$ cat src/rtl/ring_peak_detector.sv
// Per-ring hysteresis peak tracker on tagged {channel, data} samples.
// Emits one registered event per completed peak: ring, max channel, peak, width.
//
// Ports:
//   clk, rst_n        clock, async active-low reset
//   s_valid/s_ready   sample handshake; s_channel, s_data sample tag and value
//   thresh, hyst      entry threshold and hysteresis below it for exit
//   m_valid/m_ready   event handshake; m_ring, m_channel, m_peak, m_width
//   active_rings      bit r set while ring r is inside a peak
module ring_peak_detector #(
    parameter int DATA_W    = 10,
    parameter int CH_W      = 6,
    parameter int NUM_RINGS = 8,
    parameter int WIDTH_W   = 8
) (
    input  logic                 clk,
    input  logic                 rst_n,
    input  logic                 s_valid,
    output logic                 s_ready,
    input  logic [CH_W-1:0]      s_channel,
    input  logic [DATA_W-1:0]    s_data,
    input  logic [DATA_W-1:0]    thresh,
    input  logic [DATA_W-1:0]    hyst,
    output logic                 m_valid,
    input  logic                 m_ready,
    output logic [2:0]           m_ring,
    output logic [CH_W-1:0]      m_channel,
    output logic [DATA_W-1:0]    m_peak,
    output logic [WIDTH_W-1:0]   m_width,
    output logic [NUM_RINGS-1:0] active_rings
);

    localparam int RING_W = $clog2(NUM_RINGS);

    typedef enum logic {
        IDLE    = 1'b0,
        IN_PEAK = 1'b1
    } state_t;

    state_t             st_q    [NUM_RINGS];
    state_t             st_d    [NUM_RINGS];
    logic [DATA_W-1:0]  max_q   [NUM_RINGS];
    logic [DATA_W-1:0]  max_d   [NUM_RINGS];
    logic [CH_W-1:0]    maxch_q [NUM_RINGS];
    logic [CH_W-1:0]    maxch_d [NUM_RINGS];
    logic [WIDTH_W-1:0] width_q [NUM_RINGS];
    logic [WIDTH_W-1:0] width_d [NUM_RINGS];

    logic [RING_W-1:0]  ring;
    logic [DATA_W-1:0]  lower;
    logic               accept;
    logic               exit_fire;

    assign ring   = s_channel[CH_W-1 -: RING_W];
    // Clamp so a large hysteresis never wraps the exit level.
    assign lower  = (thresh > hyst) ? thresh - hyst : '0;
    assign accept = s_valid & s_ready;

    // State register
    always_ff @(posedge clk or negedge rst_n) begin
        if (!rst_n) begin
            for (int r = 0; r < NUM_RINGS; r++) begin
                st_q[r]    <= IDLE;
                max_q[r]   <= '0;
                maxch_q[r] <= '0;
                width_q[r] <= '0;
            end
        end else begin
            for (int r = 0; r < NUM_RINGS; r++) begin
                st_q[r]    <= st_d[r];
                max_q[r]   <= max_d[r];
                maxch_q[r] <= maxch_d[r];
                width_q[r] <= width_d[r];
            end
        end
    end

    // Next state: only the ring addressed by an accepted sample moves.
    always_comb begin
        exit_fire = 1'b0;
        for (int r = 0; r < NUM_RINGS; r++) begin
            st_d[r]    = st_q[r];
            max_d[r]   = max_q[r];
            maxch_d[r] = maxch_q[r];
            width_d[r] = width_q[r];
        end
        if (accept) begin
            unique case (st_q[ring])
                IDLE: begin
                    if (s_data > thresh) begin
                        st_d[ring]    = IN_PEAK;
                        max_d[ring]   = s_data;
                        maxch_d[ring] = s_channel;
                        width_d[ring] = WIDTH_W'(1);
                    end
                end
                IN_PEAK: begin
                    if (s_data > lower) begin
                        if (!(&width_q[ring])) begin
                            width_d[ring] = width_q[ring] + WIDTH_W'(1);
                        end
                        // Strict compare: ties keep the earlier channel.
                        if (s_data > max_q[ring]) begin
                            max_d[ring]   = s_data;
                            maxch_d[ring] = s_channel;
                        end
                    end else begin
                        st_d[ring] = IDLE;
                        exit_fire  = 1'b1;
                    end
                end
                default: ;
            endcase
        end
    end

    // Outputs
    always_comb begin
        s_ready      = !m_valid | m_ready;
        active_rings = '0;
        for (int r = 0; r < NUM_RINGS; r++) begin
            active_rings[r] = (st_q[r] == IN_PEAK);
        end
    end

    // Single-entry event register; exit_fire can only occur when it
    // is empty or being drained, so no event is ever overwritten.
    always_ff @(posedge clk or negedge rst_n) begin
        if (!rst_n) begin
            m_valid   <= 1'b0;
            m_ring    <= '0;
            m_channel <= '0;
            m_peak    <= '0;
            m_width   <= '0;
        end else if (exit_fire) begin
            m_valid   <= 1'b1;
            m_ring    <= 3'(ring);
            m_channel <= maxch_q[ring];
            m_peak    <= max_q[ring];
            m_width   <= width_q[ring];
        end else if (m_ready) begin
            m_valid   <= 1'b0;
        end
    end

endmodule

$ cat config.mk
export PLATFORM = sky130hd
export DESIGN_NAME = ring_peak_detector
export DESIGN_NICKNAME = d
export VERILOG_FILES = /design/src/rtl/ring_peak_detector.sv
export SDC_FILE = /design/constraint.sdc
export NUM_CORES = 1
export LEC_CHECK = 0
export CAP_MARGIN = 0
export CORE_ASPECT_RATIO = 1.25
export CORE_UTILIZATION = 57
export DETAILED_ROUTE_END_ITERATION = 12
export PLACE_DENSITY_LB_ADDON = 0.2
export SYNTH_ARGS = -nofsm -noshare
export SYNTH_HDL_FRONTEND = slang
export SYNTH_SLANG_ARGS = --single-unit
$ cat constraint.sdc
create_clock -name clk -period 3.68 [get_ports clk]
set_input_delay 0.736 -clock clk [delete_from_list [all_inputs] [get_ports clk]]
set_output_delay 0.736 -clock clk [all_outputs]
set_load 0.02 [all_outputs]
Word level (Yosys, flattened, before mapping)
Cells that the tools add are included.

$add $sub $neg: 2. $lt $le $gt $ge: 6. Eq/ne operators: 5. Mux-type cells: 44. Bitwise operators: 10. Reductions and logical operators: 7.

Operators by type and width (number): two-way mux 80 bit (3); two-way mux 64 bit (3); case mux 80 bit (2 select lines) (1); two-way mux 48 bit (3); case mux 64 bit (2 select lines) (1); case mux 48 bit (2 select lines) (1); bitwise mux 80 bit (1); bitwise mux 64 bit (1); bitwise AND 56 bit (1); inverter 56 bit (1); bitwise mux 48 bit (1); greater-than comparator 10 bit (4); two-way mux 10 bit (4); two-way mux 8 bit (5); binary-select mux 10 bit (select 3 bit) (1); demux 10 bit (select 3 bit) (1); binary-select mux 8 bit (select 3 bit) (1); demux 8 bit (select 3 bit) (1); binary-select mux 6 bit (select 3 bit) (1); demux 6 bit (select 3 bit) (1); two-way mux 6 bit (3); OR 8 bit (2); case mux 8 bit (2 select lines) (1); subtractor 10 bit (1); 20 further kinds (31).

Flip-flop bits (word level): 228. Input bits: 40. Output and inout port bits: 37. Logic and storage cells: 111.

Depth between registers and ports, before layout
Depth after elaboration: 9. Mapped depth: 21. Gate-level depth less buffers: 19.

Least setup slack after synthesis
No wires, ideal clock.

Kind: input-to-reg. Start point: input port s_channel[5]. End point: register max_q[62] (netlist name). Library setup time: 125 ps. Arrival time: 4668 ps. Required time: 3555 ps. Path slack: -1113 ps. Stages on the path: 21. Buffers on the path: 8. Cells stage by stage: buf_2 > buf_6 > buf_4 > buf_2 > buf_2 > clkbuf_1 > mux2i_1 > nor2_1 > a21oi_1 > a21oi_1 > a221oi_1 > ha_1 > a21o_1 > a21o_1 > a221oi_1 > o21a_1 > o31a_1 > buf_4 > nor4_4 > buf_4 > mux2_2.

Cells in the longest elaborated chain, start to end: 9. Elaborated cells on any way between the ends: 23. Classes of those cells: 3 x order compare; 3 x eq/ne; 13 x mux; 2 x bitwise; 2 x reduce/logical.

RTL lines: start: declaration (line 20) `input logic [CH_W-1:0] s_channel,`; inverter 3 -> 4 bit (not written as such) *; parallel branches: the longest is 8 deep, another holds greater-than comparator 10 bit; end signal: indexed assignment (line 71) `max_q[r] <= max_d[r];`; end: declaration (line 42) `logic [DATA_W-1:0] max_q [NUM_RINGS];`.

Every way passes the cells marked *. The select of a mux whose other input is x is not followed. A chain may end at the register's enable or synchronous reset.

Worst setup path in the final report
Start point: input port thresh[0]. End point: register max_q[27] (netlist name).

Cells in the longest elaborated chain, start to end: 5. Elaborated cells on any way between the ends: 8. Classes of those cells: 1 x add/sub; 3 x order compare; 2 x eq/ne; 1 x mux; 1 x reduce/logical.

RTL lines: start: declaration (line 22) `input logic [DATA_W-1:0] thresh,`; subtractor 10 bit or greater-than comparator 10 bit (tied branches) (line 56) `assign lower = (thresh > hyst) ? thresh - hyst : '0;`; two-way mux 10 bit (line 56); greater-than comparator 10 bit (line 98) `if (s_data > lower) begin`; != test 2 x 1 -> 1 bit (no line); AND reduction 4 bit (no line) *.

Mark *: on every way between the ends. The rest lies on a longest branch, timed or not.

==> metrics.txt <==
via/cell ratio=6.398; Mapped Nets=1030; Synth Register Bits=228; part of the cycle the worst path needs=1.110; Period minus WS final=4.085 ns; Post-synth EDFFs=0; Clk pin slew, worst setup/hold paths=0.06 ns; average size of a mapped cell=12.11 µm²; GP Congestion=0.8944; CP peak stage delay=0.38 ns; vias in the first global route=10.17k; Slew Viols, Final=0; area share of the largest cell type after synthesis=0.4969; CTS tree=done; setup ws final=-0.4054 ns; Unique masters post-synth=66; cell count after synthesis=948; Top Ports=77; Cells after DPL=1416; synth warn=0; CTS max path bufs=3; TritonCTS buffer count=24; total of max-cap violations=0; Final Hold Vio Count=0; Clock Latency Late Sink=0.54 ns; Hold Path Class=input pin to asynchronous set/reset pin; hold slack=0.3368 ns; Post-synth top cells=dfrtp_1 (228), mux2_2 (149), nor2_1 (47), ha_1 (41), nand2_1 (40); leak pwr=7.216 nW; crit path DAT=4.50 ns; ant diodes=0; CP startpoint kind=input pin; Die Y-Extent=160.7 µm; fin util=0.8352; Post-synth top flop=dfrtp_1; Crit. path cell count=23; RSZ-0062 raised after global routing=true; initial drt markers=831; wire per inst=25.59 µm; synthesized area=11480 µm²; Setup crit end kind=flop; VDD IR max=445.3 µV; post-DP HPWL=22870 µm; global route overflow=0; die area=20720 µm²; # setup viols final=225; antenna violations before repair=0; Worst Path Buf+Inv=6; CTS Sinks=228; clock skew=0.01663 ns; count of buffers from port buffering=76; Post-Layout Cell Count=1489; Yosys top cell by area=dfrtp_1; Total Wirelength=38100 µm; largest net degree at the start of global routing=127; measured slew at the worst slew-check pin=0.9549 ns; Root Buffer=clkbuf_16; num rows=57; overall routing resource usage=0.3613; most frequent cell after synthesis=dfrtp_1; starting density of the core=0.5854; share of cells above drive strength 1=0.4747; nets@finish=1288; first-pass GRT wire length=56690 µm; crit-path max FO=8; Worst Path Required=4.09 ns; FFs w/ async S/R, synth=1.000; # DRC=0; Reg2Reg Depth=16; Setup CP Type=input pin to flop; max_slew headroom=0.3634; # H-tree levels=1; detailed-route via count=9526; Hold Buf Count CTS=0; CP top delay family=compound AO/OA/AOI/OAI gates; status=finished with violations; post-route ant nets=0; crit-path cells=buf_12 -> inv_12 -> ha_4 -> inv_2 -> fa_2 -> a21o_1 -> a21oi_2 -> o21ai_2 -> a21o_1 -> a21oi_2 -> o21ai_4 -> nand2_1 -> ha_4 -> and4_4 -> a31oi_1 -> o21ai_1 -> o2bb2ai_2 -> o31a_1 -> buf_4 -> nor4_4 -> buf_4 -> clkbuf_16 -> mux2_4; PwrDens=707.5 nW/µm²; sequential fraction of the synthesis area=0.4969; Core Region=19610 µm²; P&R area growth vs syn=42.67%; CP max stage cell=fa_2; die width=128.9 µm; Fmax=244.8 MHz; failing checks=negative setup slack; ranking of synthesized cells by area=dfrtp_1 (50%), mux2_2 (15%), ha_1 (4.5%), mux2i_1 (2.1%), o2bb2ai_1 (1.8%); drt pass-1 iters=5
worst paths after layout:
check,startpoint,endpoint,slack (ns)
max,thresh[0],max_q[27]$_DFFE_PN0P_,-0.41
min in group clk,maxch_q[11]$_DFFE_PN0P_,maxch_q[11]$_DFFE_PN0P_,0.47
max reg2reg,max_q[17]$_DFFE_PN0P_,maxch_q[17]$_DFFE_PN0P_,-0.12
min,rst_n,maxch_q[47]$_DFFE_PN0P_,0.34
max in group asynchronous,rst_n,max_q[50]$_DFFE_PN0P_,2.49
min reg2reg,maxch_q[11]$_DFFE_PN0P_,maxch_q[11]$_DFFE_PN0P_,0.47
cell type report:
| type | instances | area (µm²) |
|---|---|---|
| clock buffer | 30 | 663.1 |
| clock inverter | 14 | 210.2 |
| fill | 968 | 3233 |
| inverter | 38 | 155.1 |
| multi-input combinational | 629 | 6523 |
| sequential | 228 | 5705 |
| tap | 265 | 331.6 |
| timing repair buffer | 285 | 2791 |
stage by stage:
step	setup WS, ns	power, mW	setup TNS (ns)	instance area, µm²
6_report	-0.4054	11.59	-59.43	16380
2_1_floorplan	-0.7154	6.454	-92.31	12010
4_1_cts	-0.3000	11.07	-40.11	15880
5_1_grt	-0.5714	12.03	-95.29	16380
3_5_place_dp	-1.411	7.935	-288.18	14200
3_3_place_gp	-1.278	7.767	-260.67	14200
sequential cells by signal (all words and copies together) (netlist names), named ones only:
register	flops
max_q	80
width_q	64
maxch_q	48
m_peak	10
m_width	8
m_channel	6
m_ring	3
m_valid	1
report_power, final:
part | internal, mW | leakage [nW] | switching, mW | total (mW)
logic | 2.50 | 3.97 | 1.96 | 4.46
registers | 3.59 | 2.81 | 0.840 | 4.43
clock network | 1.63 | 0.436 | 1.07 | 2.70
total | 7.72 | 7.22 | 3.87 | 11.6
cell families after synthesis:
group	Yosys count	share of synthesized area
flip-flops	228	0.4969
AO/OA/AOI/OAI	199	0.1271
AND/OR/NAND/NOR	196	0.1006
multiplexers	183	0.1850
buffers and inverters	91	0.03705
adder cells (fa/ha/maj)	42	0.04643
XOR/XNOR	9	0.006865
layer usage:
layer,global-route usage,share of wire,routed length (µm),vias to the layer above
li1,-,-,-,4018
met1,0.4292,0.37,13960,4862
met2,0.6283,0.52,19710,487
met3,0.04664,0.058,2221,159
met4,0.2021,0.058,2206,0
met5,0,0,0,-
cells in the final DEF (no fill, tap or decap), drive strengths merged, types with 20 or more instances in the layout:
master / count
clkdlybuf4s50: 58
inv: 38
o2bb2ai: 24
a221oi: 20
a21oi: 39
dfrtp: 228
mux2: 152
ha: 41
o21ai: 24
nand2: 46
a22oi: 24
buf: 212
nor2: 51
clkbuf: 33
mux2i: 24
timing repair:
item	in CTS	in global routing
resized for setup	163	68
gates cloned	4	3
setup buffers	19	8
endpoints found under the setup margin	228	228
pin swaps	15	25
endpoints found under the hold margin	0	0
Note: power is estimated with default switching activity, not from simulation.
